<file path="src/rtl/apb_target_mux_pkg.sv">
// Shared types for the APB target multiplexer: FSM state and the APB request/response
// bundles used by apb_processor and the peripheral targets.
package apb_target_mux_pkg;

    localparam int MAX_TARGETS = 16;

    typedef enum logic {
        IDLE   = 1'b0,
        ACCESS = 1'b1
    } state_t;

    typedef struct packed {
        logic [31:0] paddr;
        logic        penable;
        logic        psel;
        logic        pwrite;
        logic [31:0] pwdata;
    } apb_request_t;

    typedef struct packed {
        logic [31:0] prdata;
        logic        pready;
        logic        perr;
    } apb_response_t;

    function automatic apb_response_t error_response();
        apb_response_t r;
        r.prdata = 32'h0;
        r.pready = 1'b1;
        r.perr   = 1'b1;
        return r;
    endfunction

endpackage

</file>
<file path="src/rtl/apb_timeout_counter.sv">
// Saturating wait-state counter; expired flags that the target has stalled for the full
// timeout budget. A TIMEOUT_CYCLES of 0 never expires.
module apb_timeout_counter #(
    parameter int TIMEOUT_CYCLES = 256
) (
    input  logic clk,
    input  logic clk_enable,
    input  logic reset_n,
    input  logic clear,
    input  logic increment,
    output logic expired
);

    localparam int W = (TIMEOUT_CYCLES > 0) ? $clog2(TIMEOUT_CYCLES + 1) : 1;
    localparam logic [W-1:0] LIMIT = W'(TIMEOUT_CYCLES);

    logic [W-1:0] count;

    always_ff @(posedge clk or negedge reset_n) begin
        if (!reset_n) begin
            count <= '0;
        end else if (clk_enable) begin
            if (clear) begin
                count <= '0;
            end else if (increment && (count != LIMIT)) begin
                count <= count + W'(1);
            end
        end
    end

    assign expired = (TIMEOUT_CYCLES != 0) && (count == LIMIT);

endmodule

</file>
<file path="src/rtl/apb_target_mux.sv">
// N-way APB address decoder and response multiplexer. The select field of paddr picks a
// target in the setup phase; that choice is held for the whole access phase.
module apb_target_mux
    import apb_target_mux_pkg::*;
#(
    parameter int NUM_TARGETS    = 4,
    parameter int SEL_HI         = 31,
    parameter int SEL_LO         = 28,
    parameter int TIMEOUT_CYCLES = 256
) (
    input  logic                     clk,
    input  logic                     clk__enable,
    input  logic                     reset_n,
    input  logic [31:0]              apb_request__paddr,
    input  logic                     apb_request__penable,
    input  logic                     apb_request__psel,
    input  logic                     apb_request__pwrite,
    input  logic [31:0]              apb_request__pwdata,
    output logic [31:0]              apb_response__prdata,
    output logic                     apb_response__pready,
    output logic                     apb_response__perr,
    output logic [NUM_TARGETS-1:0]   tgt_psel,
    input  logic [32*NUM_TARGETS-1:0] tgt_prdata,
    input  logic [NUM_TARGETS-1:0]   tgt_pready,
    input  logic [NUM_TARGETS-1:0]   tgt_perr,
    output logic                     error_pulse,
    output logic                     error_timeout,
    output logic [31:0]              error_addr
);

    localparam int SW = SEL_HI - SEL_LO + 1;

    state_t        state, next_state;
    logic [3:0]    tgt_idx;
    logic          tgt_mapped;
    logic [SW-1:0] live_field;
    logic [3:0]    live_idx;
    logic          live_mapped;
    logic          setup;
    logic          expired;
    logic          cnt_inc;
    logic          timeout_fire;
    logic          err_done;
    logic          sel_active;
    logic [3:0]    sel_idx;
    apb_response_t resp;

    logic [31:0] rd_arr  [MAX_TARGETS];
    logic        rdy_arr [MAX_TARGETS];
    logic        err_arr [MAX_TARGETS];

    // Write direction is broadcast to targets outside this block.
    logic unused_inputs;
    assign unused_inputs = ^{apb_request__pwrite, apb_request__pwdata};

    assign live_field  = apb_request__paddr[SEL_HI:SEL_LO];
    assign live_idx    = 4'(live_field);
    assign live_mapped = 32'(live_field) < 32'(NUM_TARGETS);
    assign setup       = apb_request__psel && !apb_request__penable;

    for (genvar g = 0; g < MAX_TARGETS; g++) begin : g_resp
        if (g < NUM_TARGETS) begin : g_used
            assign rd_arr[g]  = tgt_prdata[32*g +: 32];
            assign rdy_arr[g] = tgt_pready[g];
            assign err_arr[g] = tgt_perr[g];
        end else begin : g_unused
            assign rd_arr[g]  = 32'h0;
            assign rdy_arr[g] = 1'b0;
            assign err_arr[g] = 1'b0;
        end
    end

    apb_timeout_counter #(
        .TIMEOUT_CYCLES(TIMEOUT_CYCLES)
    ) u_timeout (
        .clk        (clk),
        .clk_enable (clk__enable),
        .reset_n    (reset_n),
        .clear      ((state == IDLE) && setup),
        .increment  (cnt_inc),
        .expired    (expired)
    );

    always_ff @(posedge clk or negedge reset_n) begin
        if (!reset_n) begin
            state      <= IDLE;
            tgt_idx    <= 4'h0;
            tgt_mapped <= 1'b0;
        end else if (clk__enable) begin
            state <= next_state;
            if ((state == IDLE) && setup) begin
                tgt_idx    <= live_idx;
                tgt_mapped <= live_mapped;
            end
        end
    end

    always_comb begin
        next_state = state;
        case (state)
            IDLE:    if (setup) next_state = ACCESS;
            ACCESS:  if (!apb_request__psel || resp.pready) next_state = IDLE;
            default: next_state = IDLE;
        endcase
    end

    // A ready target beats a timeout that would fire in the same cycle.
    always_comb begin
        resp         = '0;
        sel_active   = 1'b0;
        sel_idx      = live_idx;
        timeout_fire = 1'b0;
        cnt_inc      = 1'b0;
        tgt_psel     = '0;
        case (state)
            IDLE: begin
                sel_idx    = live_idx;
                sel_active = apb_request__psel && live_mapped;
                if (apb_request__psel && apb_request__penable) resp = error_response();
            end
            ACCESS: begin
                sel_idx = tgt_idx;
                if (apb_request__psel) begin
                    if (!tgt_mapped) begin
                        resp = error_response();
                    end else if (rdy_arr[tgt_idx]) begin
                        sel_active  = 1'b1;
                        resp.prdata = rd_arr[tgt_idx];
                        resp.pready = 1'b1;
                        resp.perr   = err_arr[tgt_idx];
                    end else if (expired) begin
                        timeout_fire = 1'b1;
                        resp         = error_response();
                    end else begin
                        sel_active = 1'b1;
                        cnt_inc    = 1'b1;
                    end
                end
            end
            default: ;
        endcase
        for (int i = 0; i < NUM_TARGETS; i++) begin
            tgt_psel[i] = reset_n && sel_active && (sel_idx == 4'(i));
        end
    end

    assign err_done             = resp.pready && resp.perr;
    assign apb_response__prdata = resp.prdata;
    assign apb_response__pready = resp.pready;
    assign apb_response__perr   = resp.perr;

    always_ff @(posedge clk or negedge reset_n) begin
        if (!reset_n) begin
            error_pulse   <= 1'b0;
            error_timeout <= 1'b0;
            error_addr    <= 32'h0;
        end else if (clk__enable) begin
            error_pulse <= err_done;
            if (err_done) begin
                error_timeout <= timeout_fire;
                error_addr    <= apb_request__paddr;
            end
        end
    end

endmodule

</file>
<file path="config.mk">
export PLATFORM = sky130hd
export DESIGN_NAME = apb_target_mux
export DESIGN_NICKNAME = d
export VERILOG_FILES = /design/src/rtl/apb_target_mux_pkg.sv /design/src/rtl/apb_timeout_counter.sv /design/src/rtl/apb_target_mux.sv
export SDC_FILE = /design/constraint.sdc
export NUM_CORES = 1
export LEC_CHECK = 0
export ABC_AREA = 0
export BUFFER_PORTS_ARGS = -buffer_cell sky130_fd_sc_hd__buf_2
export CORE_AREA = 4 4 105 107
export CTS_CLUSTER_SIZE = 14
export DETAILED_ROUTE_END_ITERATION = 6
export DIE_AREA = 0 0 109 111
export PLACE_DENSITY = 0.79
export REMOVE_ABC_BUFFERS = 1
export SYNTH_ARGS = -nofsm -noshare
export SYNTH_HDL_FRONTEND = slang
export SYNTH_SLANG_ARGS = --single-unit
</file>
<file path="constraint.sdc">
create_clock -name clk -period 2.3 [get_ports clk]
set_input_delay 0.69 -clock clk [delete_from_list [all_inputs] [get_ports clk]]
set_output_delay 0.69 -clock clk [all_outputs]
set_load 0.01 [all_outputs]
</file>
==> After elaboration in Yosys (flattened, before gate mapping) <==
Index checks and enable logic that the tools add are counted.
{ "word_totals": {"register_bits": 49, "input_bits": 206, "out_inout_bits": 72} }
{ "op_classes": {"n_addsub": 1, "n_lt_le_gt_ge": 2, "eq_ne": 5, "mux": 35, "n_bitwise": 2, "reduce_logical": 19} }
{ "ops": {"columns": ["cell", "count"], "rows": [
  ["binary-select mux 32 bit (select 4 bit)", 1],
  ["2-to-1 mux 34 bit", 3],
  ["one-hot mux 34 bit (2 select lines)", 1],
  ["2-to-1 mux 32 bit", 2],
  ["2-to-1 mux 1 bit", 19],
  ["2-to-1 mux 9 bit", 2],
  ["logical AND 1 bit", 11],
  ["adder 9 x 1 -> 9 bit, second input constant", 1],
  ["== test 9 bit, second input constant", 1],
  ["!= test 9 bit, second input constant", 1],
  ["binary-select mux 1 bit (select 4 bit)", 2],
  ["== test 4 x 2 -> 1 bit, second input constant", 2],
  ["one-hot mux 4 bit (2 select lines)", 1],
  ["AND reduction 2 bit", 3],
  [">= comparator 5 bit, second input constant", 1],
  ["inverter 4 -> 5 bit", 1],
  ["== test 4 x 1 -> 1 bit, second input constant", 1],
  ["zero test 4 bit", 1],
  ["less-than comparator 4 x 3 -> 1 bit, second input constant", 1],
  ["2-to-1 mux 2 bit", 2],
  ["one-hot mux 1 bit (2 select lines)", 2],
  ["zero test 1 bit", 2],
  ["nonzero test 2 bit", 1],
  ["logical OR 1 bit", 1],
  ["inverter 1 bit", 1]
]} }

==> Depth between registers and ports, before layout <==
Gate-level depths: netlist of run 1.
{ "logic_depth": {"word_depth": 11, "mapped_depth": 9, "ltp_nobuf": 7} }

==> Cells and area by module <==
From an unflattened synthesis of run 1, not the netlist that was laid out.
{ "unflattened": {"hier_cells": 266, "hier_area_um2": 3437.0} }
{ "by_module_without_submodules": {"columns": ["mod", "n_inst", "cells_per_inst", "area_per_inst_um2"], "rows": [
  ["apb_target_mux", 1, 204, 2849.0],
  ["apb_timeout_counter", 1, 62, 588.1]
]} }

==> Worst setup path after synthesis of run 1 <==
OpenSTA, ideal clock, no wires.
{ "synth_path": {"path_type": "register -> output", "start": "register tgt_idx[0]", "end": "output port apb_response__prdata[0]", "arrival_ns": 1.804, "setup_slack_ns": -0.194, "path_stages_with_launch": 7, "n_path_buf": 3, "path_cell_list": "dfrtp_1 -> buf_6 -> or3_1 -> o22ai_2 -> clkbuf_1 -> clkbuf_1 -> and3_1"} }
{ "synth_between": {"elab_chain_len": 8} }
{ "synth_lines": {"columns": ["item", "line", "text"], "rows": [
  ["from (decl)", "apb_target_mux.sv:34", "logic [3:0] tgt_idx;"],
  ["from (signal assigned)", "apb_target_mux.sv:92", "tgt_idx <= live_idx;"],
  ["inverter 4 -> 5 bit (not written as such) *", "apb_target_mux.sv:126, apb_target_mux.sv:128", null],
  ["binary-select mux 32 bit (select 4 bit) / binary-select mux 1 bit (select 4 bit) (equally long branches)", "apb_target_mux.sv:128, apb_target_mux.sv:126", null],
  ["2-to-1 mux 32 bit (not written as such) / 2-to-1 mux 1 bit (equally long branches) (2 in series)", "apb_target_mux.sv:128, apb_target_mux.sv:126", null],
  ["2-to-1 mux 34 bit *", "apb_target_mux.sv:126", "end else if (rdy_arr[tgt_idx]) begin"],
  ["2-to-1 mux 34 bit *", "apb_target_mux.sv:124", "if (!tgt_mapped) begin"],
  ["2-to-1 mux 34 bit *", "apb_target_mux.sv:123", "if (apb_request__psel) begin"],
  ["one-hot mux 34 bit (2 select lines) *", "apb_target_mux.sv:115", "case (state)"],
  ["to (decl)", "apb_target_mux.sv:19", "output logic [31:0] apb_response__prdata,"]
]} }
Every way passes the cells marked *; elsewhere a longest branch is shown, timed or not. The select of a mux whose other input is x is not followed.

==> Final worst setup path of run 1 <==
{ "layout_path": {"start": "register tgt_idx[1]", "end": "output port tgt_psel[2]"} }
{ "layout_between": {"elab_chain_len": 10} }
{ "layout_lines": {"columns": ["item", "line", "text"], "rows": [
  ["inverter 4 -> 5 bit (not written as such)", "apb_target_mux.sv:126", null],
  ["binary-select mux 1 bit (select 4 bit)", "apb_target_mux.sv:126", null],
  ["2-to-1 mux 1 bit (not written as such) (2 in series)", "apb_target_mux.sv:126", null],
  ["2-to-1 mux 1 bit", "apb_target_mux.sv:126", null],
  ["2-to-1 mux 1 bit", "apb_target_mux.sv:124", null],
  ["2-to-1 mux 1 bit", "apb_target_mux.sv:123", null],
  ["one-hot mux 1 bit (2 select lines)", "apb_target_mux.sv:115", null],
  ["logical AND 1 bit", "apb_target_mux.sv:143", "tgt_psel[i] = reset_n && sel_active && (sel_idx == 4'(i));"],
  ["logical AND 1 bit *", "apb_target_mux.sv:143", null],
  ["to (decl)", "apb_target_mux.sv:22", "output logic [NUM_TARGETS-1:0] tgt_psel,"]
]} }
Marks and branches as above.

==> metrics.txt, run 1 <==
# TYPE chip_impl_metric gauge
chip_impl_metric{name="core",unit="mm^2"} 0.0101
chip_impl_metric{name="die_width",unit="um"} 109
chip_impl_metric{name="instances_no_fill",unit=""} 683
chip_impl_metric{name="worst-r2r-cell-count",unit=""} 8
chip_impl_info{name="critical_path.endpoint_type",value="output pin"} 1
chip_impl_info{name="clockRootBuffer",value="sky130_fd_sc_hd__clkbuf_8"} 1
chip_impl_metric{name="holdBufCountCts",unit=""} 0
chip_impl_metric{name="fin_crit_sh",unit="%"} 119
chip_impl_metric{name="cts_num_sinks",unit=""} 49
chip_impl_metric{name="timing_max_transition_violations_final",unit=""} 0
chip_impl_metric{name="critical_path_required",unit="ns"} 1.61
chip_impl_metric{name="via_per_inst",unit=""} 5.17
chip_impl_metric{name="slew_headroom",unit="%"} 59.6
chip_impl_metric{name="routed_wire_length",unit="mm"} 13.3
chip_impl_metric{name="synthesis.area_per_instance",unit="um^2"} 12.5
chip_impl_metric{name="gate_count_of_the_mapped_netlist",unit=""} 267
chip_impl_metric{name="final.min_clock_period",unit="ns"} 2.73
chip_impl_info{name="cts_tree",value="yes"} 1
chip_impl_metric{name="grtUsageTotal",unit="%"} 20.2
chip_impl_metric{name="finalWeightedCongestion",unit=""} 0.938
chip_impl_metric{name="io_pins",unit=""} 278
chip_impl_metric{name="hold_violations",unit=""} 0
chip_impl_metric{name="clkLatencyLatePin",unit="ns"} 0.30
chip_impl_metric{name="seq_area_frac_synth",unit="%"} 36.7
chip_impl_metric{name="wl_per_cell",unit="um"} 19.5
chip_impl_metric{name="post_synth_num_cell_types",unit=""} 37
chip_impl_metric{name="maximum_level_of_the_cts_h_tree",unit=""} 2
chip_impl_metric{name="synth_seq_cells",unit=""} 49
chip_impl_metric{name="max_freq",unit="GHz"} 0.366
chip_impl_metric{name="number_of_buffers_added_by_the_clock_tree_synthesis_step",unit=""} 5
chip_impl_metric{name="synthesis.area",unit="mm^2"} 0.00334
chip_impl_metric{name="floorplan.initialDensity",unit="%"} 33.0
chip_impl_metric{name="flop2flop_setup_slack",unit="ns"} -0.18
chip_impl_info{name="grt_setup_unrepaired",value="yes"} 1
chip_impl_metric{name="max-clock-path-buffers",unit=""} 2
chip_impl_metric{name="syn2layout_area_growth",unit="%"} 63.9
chip_impl_metric{name="multiInputGateArea",unit="mm^2"} 0.00210
chip_impl_metric{name="grt_overflow",unit=""} 0
chip_impl_info{name="r2r-start",value="tgt_idx[0]"} 1
chip_impl_metric{name="port_buffers",unit=""} 244
chip_impl_metric{name="route.detailed.drc",unit=""} 0
chip_impl_metric{name="grt_pass1_vias",unit=""} 3721
chip_impl_metric{name="die_h",unit="um"} 111
chip_impl_metric{name="timing.hold.worst_path_depth",unit=""} 1
chip_impl_info{name="hold_class",value="reg2reg"} 1
chip_impl_metric{name="p_leak",unit="uW"} 0.00282
chip_impl_metric{name="clock_skew",unit="ns"} 0.00889
chip_impl_metric{name="die_area",unit="mm^2"} 0.0121
chip_impl_metric{name="yosys_warnings",unit=""} 0
chip_impl_metric{name="regArea",unit="mm^2"} 0.00123
chip_impl_info{name="r2r-end",value="error_addr[17]"} 1
chip_impl_metric{name="clk_pin_slew",unit="ns"} 0.10
chip_impl_metric{name="setup_ws",unit="ns"} -0.434
chip_impl_metric{name="fill_cells",unit=""} 868
chip_impl_metric{name="cp_arrival",unit="ns"} 2.04
chip_impl_metric{name="rows",unit=""} 37
chip_impl_metric{name="fin_worst_hold_slack",unit="ns"} 0.489
chip_impl_metric{name="vias",unit=""} 3530
chip_impl_metric{name="power_per_cell_area",unit="mW/mm^2"} 610
chip_impl_info{name="cp-startpoint",value="tgt_idx[1]"} 1
chip_impl_metric{name="irDropWorstVdd",unit="mV"} 0.382
chip_impl_info{name="violations",value="negative setup slack"} 1
chip_impl_metric{name="post_route_cells_drive_above_1_share",unit="%"} 72.2
chip_impl_metric{name="timing_worst_slew_pin_value",unit="ns"} 0.606
chip_impl_metric{name="grt_pass1_wl",unit="mm"} 19.1
chip_impl_metric{name="antenna_found_initial",unit=""} 7
chip_impl_metric{name="cp_max_fo",unit=""} 4
chip_impl_info{name="timing.critical_path.from_type",value="register"} 1
chip_impl_info{name="timing.setup.critical_path_class",value="reg2out"} 1
chip_impl_metric{name="place.detailed.instances",unit=""} 656
chip_impl_metric{name="setup-violations-final",unit=""} 71
chip_impl_metric{name="drt_pre_antenna_iters",unit=""} 4
chip_impl_info{name="timing.hold.worst.start",value="u_timeout.count[8]"} 1
chip_impl_metric{name="max-cap-violations",unit=""} 0
chip_impl_info{name="worstHoldEndpoint",value="u_timeout.count[8]"} 1
chip_impl_metric{name="pin_count_of_the_biggest_net_entering_global_routing",unit=""} 50
chip_impl_metric{name="total_power",unit="uW"} 3340
chip_impl_metric{name="place_hpwl",unit="mm"} 10.4
chip_impl_info{name="outcome",value="finished with violations"} 1
chip_impl_metric{name="postRouteAntennaNets",unit=""} 0
chip_impl_metric{name="number_of_violations_reported_at_the_end_of_detailed_routing_iteration_0",unit=""} 275
chip_impl_metric{name="nNetsFinal",unit=""} 747
-- how the worst max path moves through the flow --
stage | slack [ns] | end
after global placement | -0.40 | tgt_psel[0]
after floorplan | -2.08 | error_addr[16]
after CTS | -0.47 | tgt_psel[3]
after global routing | -0.52 | tgt_psel[0]
final | -0.43 | tgt_psel[2]
after detailed placement | -0.39 | tgt_psel[2]
-- through the flow --
step / area (um^2) / utilization (%) / setup WS, ns / setup TNS, ns
detailed placement: 4900 / 48.3 / -0.385 / -16.24
finish: 5480 / 54.1 / -0.434 / -16.26
global placement: 4900 / 48.3 / -0.395 / -15.15
floorplan: 3210 / - / -2.08 / -129.74
global route: 5480 / 54.0 / -0.518 / -21.10
CTS: 5060 / 49.9 / -0.466 / -14.43
-- registers in the layout, summed over array words and instances (netlist names) --
signal,cells
tgt_idx,4
state,1
tgt_mapped,1
error_pulse,1
error_timeout,1
error_addr,32
u_timeout.count,9
-- cell type report --
cell class                      instances  area share, %
Inverter                                9          0.616
Antenna cell                            7          0.320
Clock inverter                          3          0.457
Multi-Input combinational cell        186           38.3
Tap cell                              136           3.11
Timing Repair Buffer                  288           33.6
Sequential cell                        49           22.4
Clock buffer                            5           1.26
-- timing repair --
item,CTS,global route
pin swaps,2,21
buffers inserted,4,5
setup endpoints to repair,71,71
resized for setup,11,57
gates cloned,0,3
-- routing by layer --
layer | up-vias | wire, um | global-route usage (%)
met4 | 0 | 538 | 9.09
met1 | 1737 | 4690 | 21.5
met2 | 189 | 6990 | 36.9
met5 | - | 0 | 0
li1 | 1567 | - | -
met3 | 37 | 1080 | 4.54
-- cell usage after synthesis --
cell | instances | share of area [%]
sky130_fd_sc_hd__a2111o_1 | 1 | 0.34
sky130_fd_sc_hd__a22o_1 | 1 | 0.26
sky130_fd_sc_hd__a31oi_1 | 5 | 0.94
sky130_fd_sc_hd__a32oi_1 | 1 | 0.26
sky130_fd_sc_hd__and3_1 | 35 | 6.5
sky130_fd_sc_hd__buf_1 | 4 | 0.45
sky130_fd_sc_hd__buf_2 | 1 | 0.15
sky130_fd_sc_hd__buf_6 | 3 | 1.0
sky130_fd_sc_hd__buf_8 | 2 | 0.90
sky130_fd_sc_hd__clkbuf_1 | 13 | 1.5
sky130_fd_sc_hd__dfrtp_1 | 49 | 37
sky130_fd_sc_hd__ha_1 | 2 | 0.75
sky130_fd_sc_hd__inv_1 | 9 | 1.0
sky130_fd_sc_hd__mux2_1 | 4 | 1.3
sky130_fd_sc_hd__mux2_4 | 28 | 13
sky130_fd_sc_hd__mux2i_1 | 5 | 1.5
sky130_fd_sc_hd__mux4_2 | 33 | 22
sky130_fd_sc_hd__nand2_1 | 16 | 1.8
sky130_fd_sc_hd__nand2b_1 | 1 | 0.19
sky130_fd_sc_hd__nand3_1 | 5 | 0.75
sky130_fd_sc_hd__nand4_1 | 2 | 0.37
sky130_fd_sc_hd__nand4bb_1 | 1 | 0.34
sky130_fd_sc_hd__nor2_1 | 14 | 1.6
sky130_fd_sc_hd__nor2_4 | 1 | 0.34
sky130_fd_sc_hd__nor3_1 | 5 | 0.75
sky130_fd_sc_hd__nor3b_1 | 1 | 0.22
sky130_fd_sc_hd__nor4_1 | 3 | 0.56
sky130_fd_sc_hd__o211ai_1 | 1 | 0.22
sky130_fd_sc_hd__o21ai_0 | 4 | 0.60
sky130_fd_sc_hd__o21ai_1 | 4 | 0.60
sky130_fd_sc_hd__o22ai_2 | 1 | 0.37
sky130_fd_sc_hd__o311a_1 | 1 | 0.30
sky130_fd_sc_hd__o31ai_1 | 2 | 0.45
sky130_fd_sc_hd__or3_1 | 3 | 0.56
sky130_fd_sc_hd__or3b_1 | 1 | 0.26
sky130_fd_sc_hd__or4_4 | 1 | 0.34
sky130_fd_sc_hd__xnor2_1 | 4 | 1.0
-- power breakdown --
group          switching (uW)  total (uW)  internal [uW]
Clock                     311         531            220
Sequential                128        1180           1050
Combinational             663        1630            969
-- cells in the final DEF (no fill, tap or decap), types with 4 or more instances in the layout --
master and n:
sky130_fd_sc_hd__a31oi_1 5, sky130_fd_sc_hd__and3_1 17, sky130_fd_sc_hd__and3_4 18, sky130_fd_sc_hd__buf_12 6
sky130_fd_sc_hd__buf_2 225, sky130_fd_sc_hd__buf_4 27, sky130_fd_sc_hd__buf_6 24, sky130_fd_sc_hd__clkbuf_8 5
sky130_fd_sc_hd__dfrtp_1 47, sky130_fd_sc_hd__diode_2 7, sky130_fd_sc_hd__inv_1 9, sky130_fd_sc_hd__mux2_1 4
sky130_fd_sc_hd__mux2_4 28, sky130_fd_sc_hd__mux4_2 33, sky130_fd_sc_hd__nand2_1 16, sky130_fd_sc_hd__nand3_1 5
sky130_fd_sc_hd__nor2_1 10, sky130_fd_sc_hd__nor2_2 4, sky130_fd_sc_hd__nor3_1 5, sky130_fd_sc_hd__o21ai_0 4
sky130_fd_sc_hd__xnor2_1 4
-- cell families (layout without fill, tap and decap cells) --
family / count (synthesis) / in the layout / share of synthesized area [%]
DFF: 49 / 49 / 36.7
buffers and inverters: 32 / 305 / 4.98
adders and majority gates: 2 / 2 / 0.748
other: 0 / 7 / 0
and+or+nand+nor: 89 / 89 / 14.6
AOI/OAI and AO/OA: 21 / 21 / 4.34
muxes: 70 / 70 / 37.6
xor gates and xnor gates: 4 / 4 / 1.05
-- critical path, cell delays in order, from the launching register on --
cell and delay, ns:
sky130_fd_sc_hd__dfrtp_2 0.49, sky130_fd_sc_hd__mux2i_4 0.28, sky130_fd_sc_hd__o22ai_4 0.12, sky130_fd_sc_hd__o311a_1 0.37, sky130_fd_sc_hd__o21ai_2 0.16, sky130_fd_sc_hd__buf_6 0.14, sky130_fd_sc_hd__nor2_2 0.04, sky130_fd_sc_hd__buf_2 0.14
Power figures use the tool's default switching activity.
==> run 2, diff against run 1 <==
--- a/config.mk
+++ b/config.mk
@@ -11,6 +11,7 @@
 export CTS_CLUSTER_SIZE = 14
 export DETAILED_ROUTE_END_ITERATION = 6
 export DIE_AREA = 0 0 109 111
+export GPL_ROUTABILITY_DRIVEN = 0
 export PLACE_DENSITY = 0.79
 export REMOVE_ABC_BUFFERS = 1
 export SYNTH_ARGS = -nofsm -noshare
==> constraint.sdc (replaced) <==
create_clock -name clk -period 2.3 [get_ports clk]
set_input_delay 0.345 -clock clk [delete_from_list [all_inputs] [get_ports clk]]
set_output_delay 0.345 -clock clk [all_outputs]
set_load 0.01 [all_outputs]
==> run 2 against run 1 <==
The run still ends with negative setup slack left. Design area decreased by 4.0%. Die area unchanged. Non-clock buffer count decreased by 13. First-iteration DRC count decreased by 9.5%. Total power about the same. Count of clock-buffer cells in the layout increased by 1. Global-route usage decreased by 0.40 points. Sequential cell count unchanged. Via count decreased by 3.3%. Combinational power decreased by 6%. Core utilization decreased by 2.2 points. Worst hold slack got worse by 0.27 ns. Highest routed layer is now met5.
==> metrics.txt, run 2 (synthesis results as in run 1) <==
# TYPE chip_impl_metric gauge
chip_impl_metric{name="slew_headroom",unit="%"} 58.1
chip_impl_metric{name="max_freq",unit="GHz"} 0.411
chip_impl_metric{name="number_of_buffers_added_by_the_clock_tree_synthesis_step",unit=""} 5
chip_impl_metric{name="route.detailed.drc",unit=""} 0
chip_impl_info{name="crit_path_top_delay_cell",value="sky130_fd_sc_hd__or4_4"} 1
chip_impl_metric{name="pin_count_of_the_biggest_net_entering_global_routing",unit=""} 50
chip_impl_metric{name="critical_path_required",unit="ns"} 1.96
chip_impl_metric{name="grt_util_met2",unit="%"} 34.7
chip_impl_metric{name="vias",unit=""} 3414
chip_impl_metric{name="final_core_utilization",unit="%"} 51.9
chip_impl_info{name="hold_class",value="in2async"} 1
chip_impl_info{name="violations",value="negative setup slack"} 1
chip_impl_metric{name="grt_pass1_wl",unit="mm"} 18.7
chip_impl_metric{name="syn2layout_area_growth",unit="%"} 57.3
chip_impl_metric{name="number_of_violations_reported_at_the_end_of_detailed_routing_iteration_0",unit=""} 249
chip_impl_metric{name="final.setup.tns",unit="ns"} -1.26
chip_impl_metric{name="gr-usage-met3",unit="%"} 5.18
chip_impl_info{name="final_cell_mix",value="sky130_fd_sc_hd__buf_2 (238), sky130_fd_sc_hd__dfrtp_1 (47), sky130_fd_sc_hd__mux4_2 (33)"} 1
chip_impl_metric{name="nNetsFinal",unit=""} 734
chip_impl_metric{name="floorplan.initialDensity",unit="%"} 33.0
chip_impl_metric{name="clock_skew",unit="ns"} 0.0117
chip_impl_metric{name="io_pins",unit=""} 278
chip_impl_metric{name="drt_pre_antenna_iters",unit=""} 4
chip_impl_metric{name="via_per_inst",unit=""} 5.10
chip_impl_metric{name="timing_worst_slew_pin_value",unit="ns"} 0.629
chip_impl_metric{name="timing_max_transition_violations_final",unit=""} 0
chip_impl_metric{name="setup-violations-final",unit=""} 35
chip_impl_metric{name="largest_register_ffs",unit=""} 32
chip_impl_metric{name="cts_num_sinks",unit=""} 49
chip_impl_info{name="grt_setup_unrepaired",value="yes"} 1
chip_impl_metric{name="power_per_cell_area",unit="mW/mm^2"} 635
chip_impl_metric{name="antenna_found_initial",unit=""} 8
chip_impl_metric{name="p_leak",unit="uW"} 0.00282
chip_impl_metric{name="grtUsageTotal",unit="%"} 19.8
chip_impl_info{name="globalRoute.busiestLayer",value="met2"} 1
chip_impl_metric{name="port_buffers",unit=""} 244
chip_impl_metric{name="crit_cells",unit=""} 5
chip_impl_metric{name="fin_worst_hold_slack",unit="ns"} 0.214
chip_impl_metric{name="clk_pin_slew",unit="ns"} 0.09
chip_impl_metric{name="flop2flop_setup_slack",unit="ns"} -0.05
chip_impl_metric{name="die_h",unit="um"} 111
chip_impl_info{name="r2r-start",value="tgt_idx[0]"} 1
chip_impl_metric{name="postRouteAntennaNets",unit=""} 0
chip_impl_metric{name="post_route_cells_drive_above_1_share",unit="%"} 70.4
chip_impl_metric{name="max-cap-violations",unit=""} 0
chip_impl_info{name="cp-startpoint",value="u_timeout.count[4]"} 1
chip_impl_metric{name="critPathMaxStageDelay",unit="ns"} 0.57
chip_impl_info{name="timing.critical_path.from_type",value="register"} 1
chip_impl_metric{name="max-clock-path-buffers",unit=""} 2
chip_impl_info{name="critical_path.endpoint_type",value="output pin"} 1
chip_impl_metric{name="setup_ws",unit="ns"} -0.135
chip_impl_metric{name="rows",unit=""} 37
chip_impl_metric{name="final.min_clock_period",unit="ns"} 2.43
chip_impl_info{name="worstSetupEndpoint",value="tgt_psel[2]"} 1
chip_impl_metric{name="cp_arrival",unit="ns"} 2.09
chip_impl_metric{name="place_hpwl",unit="mm"} 10.1
chip_impl_metric{name="grt_overflow",unit=""} 0
chip_impl_info{name="clockRootBuffer",value="sky130_fd_sc_hd__clkbuf_8"} 1
chip_impl_metric{name="holdBufCountCts",unit=""} 0
chip_impl_metric{name="irDropWorstVdd",unit="mV"} 0.462
chip_impl_metric{name="cp_num_buf_inv",unit=""} 1
chip_impl_metric{name="fin_crit_sh",unit="%"} 106
chip_impl_metric{name="die_area",unit="mm^2"} 0.0121
chip_impl_info{name="cts_tree",value="yes"} 1
chip_impl_info{name="timing.setup.critical_path_class",value="reg2out"} 1
chip_impl_info{name="timing.critical_path.cells",value="or4_4 > o311a_4 > o21ai_4 > nor2_1 > buf_2"} 1
chip_impl_metric{name="routed_wire_length",unit="mm"} 12.9
chip_impl_metric{name="clkLatencyLatePin",unit="ns"} 0.31
chip_impl_metric{name="worst-r2r-cell-count",unit=""} 7
chip_impl_info{name="largest-register",value="error_addr"} 1
chip_impl_info{name="biggestRegsByFlops",value="error_addr (32), u_timeout.count (9), tgt_idx (4)"} 1
chip_impl_metric{name="die_width",unit="um"} 109
chip_impl_info{name="mostFrequentLayoutCell",value="sky130_fd_sc_hd__buf_2"} 1
chip_impl_metric{name="hold_violations",unit=""} 0
chip_impl_metric{name="grt_pass1_vias",unit=""} 3613
chip_impl_info{name="cpLargestDelayFamily",value="simple AND/OR/NAND/NOR gates"} 1
chip_impl_info{name="outcome",value="finished with violations"} 1
chip_impl_metric{name="maximum_level_of_the_cts_h_tree",unit=""} 2
chip_impl_info{name="r2r-end",value="error_addr[26]"} 1
chip_impl_metric{name="total_power",unit="uW"} 3340
chip_impl_metric{name="wl_per_cell",unit="um"} 19.4
chip_impl_metric{name="use_met1",unit="%"} 21.7
chip_impl_metric{name="cp_max_fo",unit=""} 4
chip_impl_metric{name="core",unit="mm^2"} 0.0101
run 2: final cells by class:
class                   instances  area [um^2]
diodes                          6         15.0
clock buffers                   6         72.6
clock inverters                 2         38.8
fillers                       918         4880
inverters                       9         33.8
multi-input cells             186         2070
flip-flops and latches         49         1230
well taps                     136          170
repair buffers                275         1640
run 2: per-stage QoR:
step / area (um^2) / cells / setup WS, ns
6_report: 5260 / 669 / -0.135
5_1_grt: 5260 / 668 / -0.193
4_1_cts: 4990 / 653 / -0.0867
3_5_place_dp: 4720 / 638 / 0.00476
3_3_place_gp: 4720 / 638 / 0.0680
2_1_floorplan: 3210 / 244 / -2.08
run 2: routing by layer:
metal | vias up | wire length, um
met5 | - | 30
met1 | 1663 | 4710
met4 | 4 | 461
li1 | 1536 | -
met3 | 33 | 1110
met2 | 178 | 6630
run 2: where the power goes:
part           switching (uW)  internal, uW
logic                     629           908
registers                 129          1050
clock network             296           327
run 2: what timing repair did:
| action | in CTS | in global routing |
|---|---|---|
| setup buffers | 7 | 5 |
| setup endpoints to repair | 42 | 71 |
| pin swaps | 10 | 12 |
| gates resized for setup | 19 | 28 |
| cloned | 1 | 5 |
run 2: worst min-delay path by stage:
stage	cells after the start	to
after floorplan	0	error_addr[0]
after global placement	1	u_timeout.count[8]
after detailed placement	1	error_addr[25]
after CTS	2	error_addr[7]
after global routing	2	error_addr[2]
final	2	error_pulse
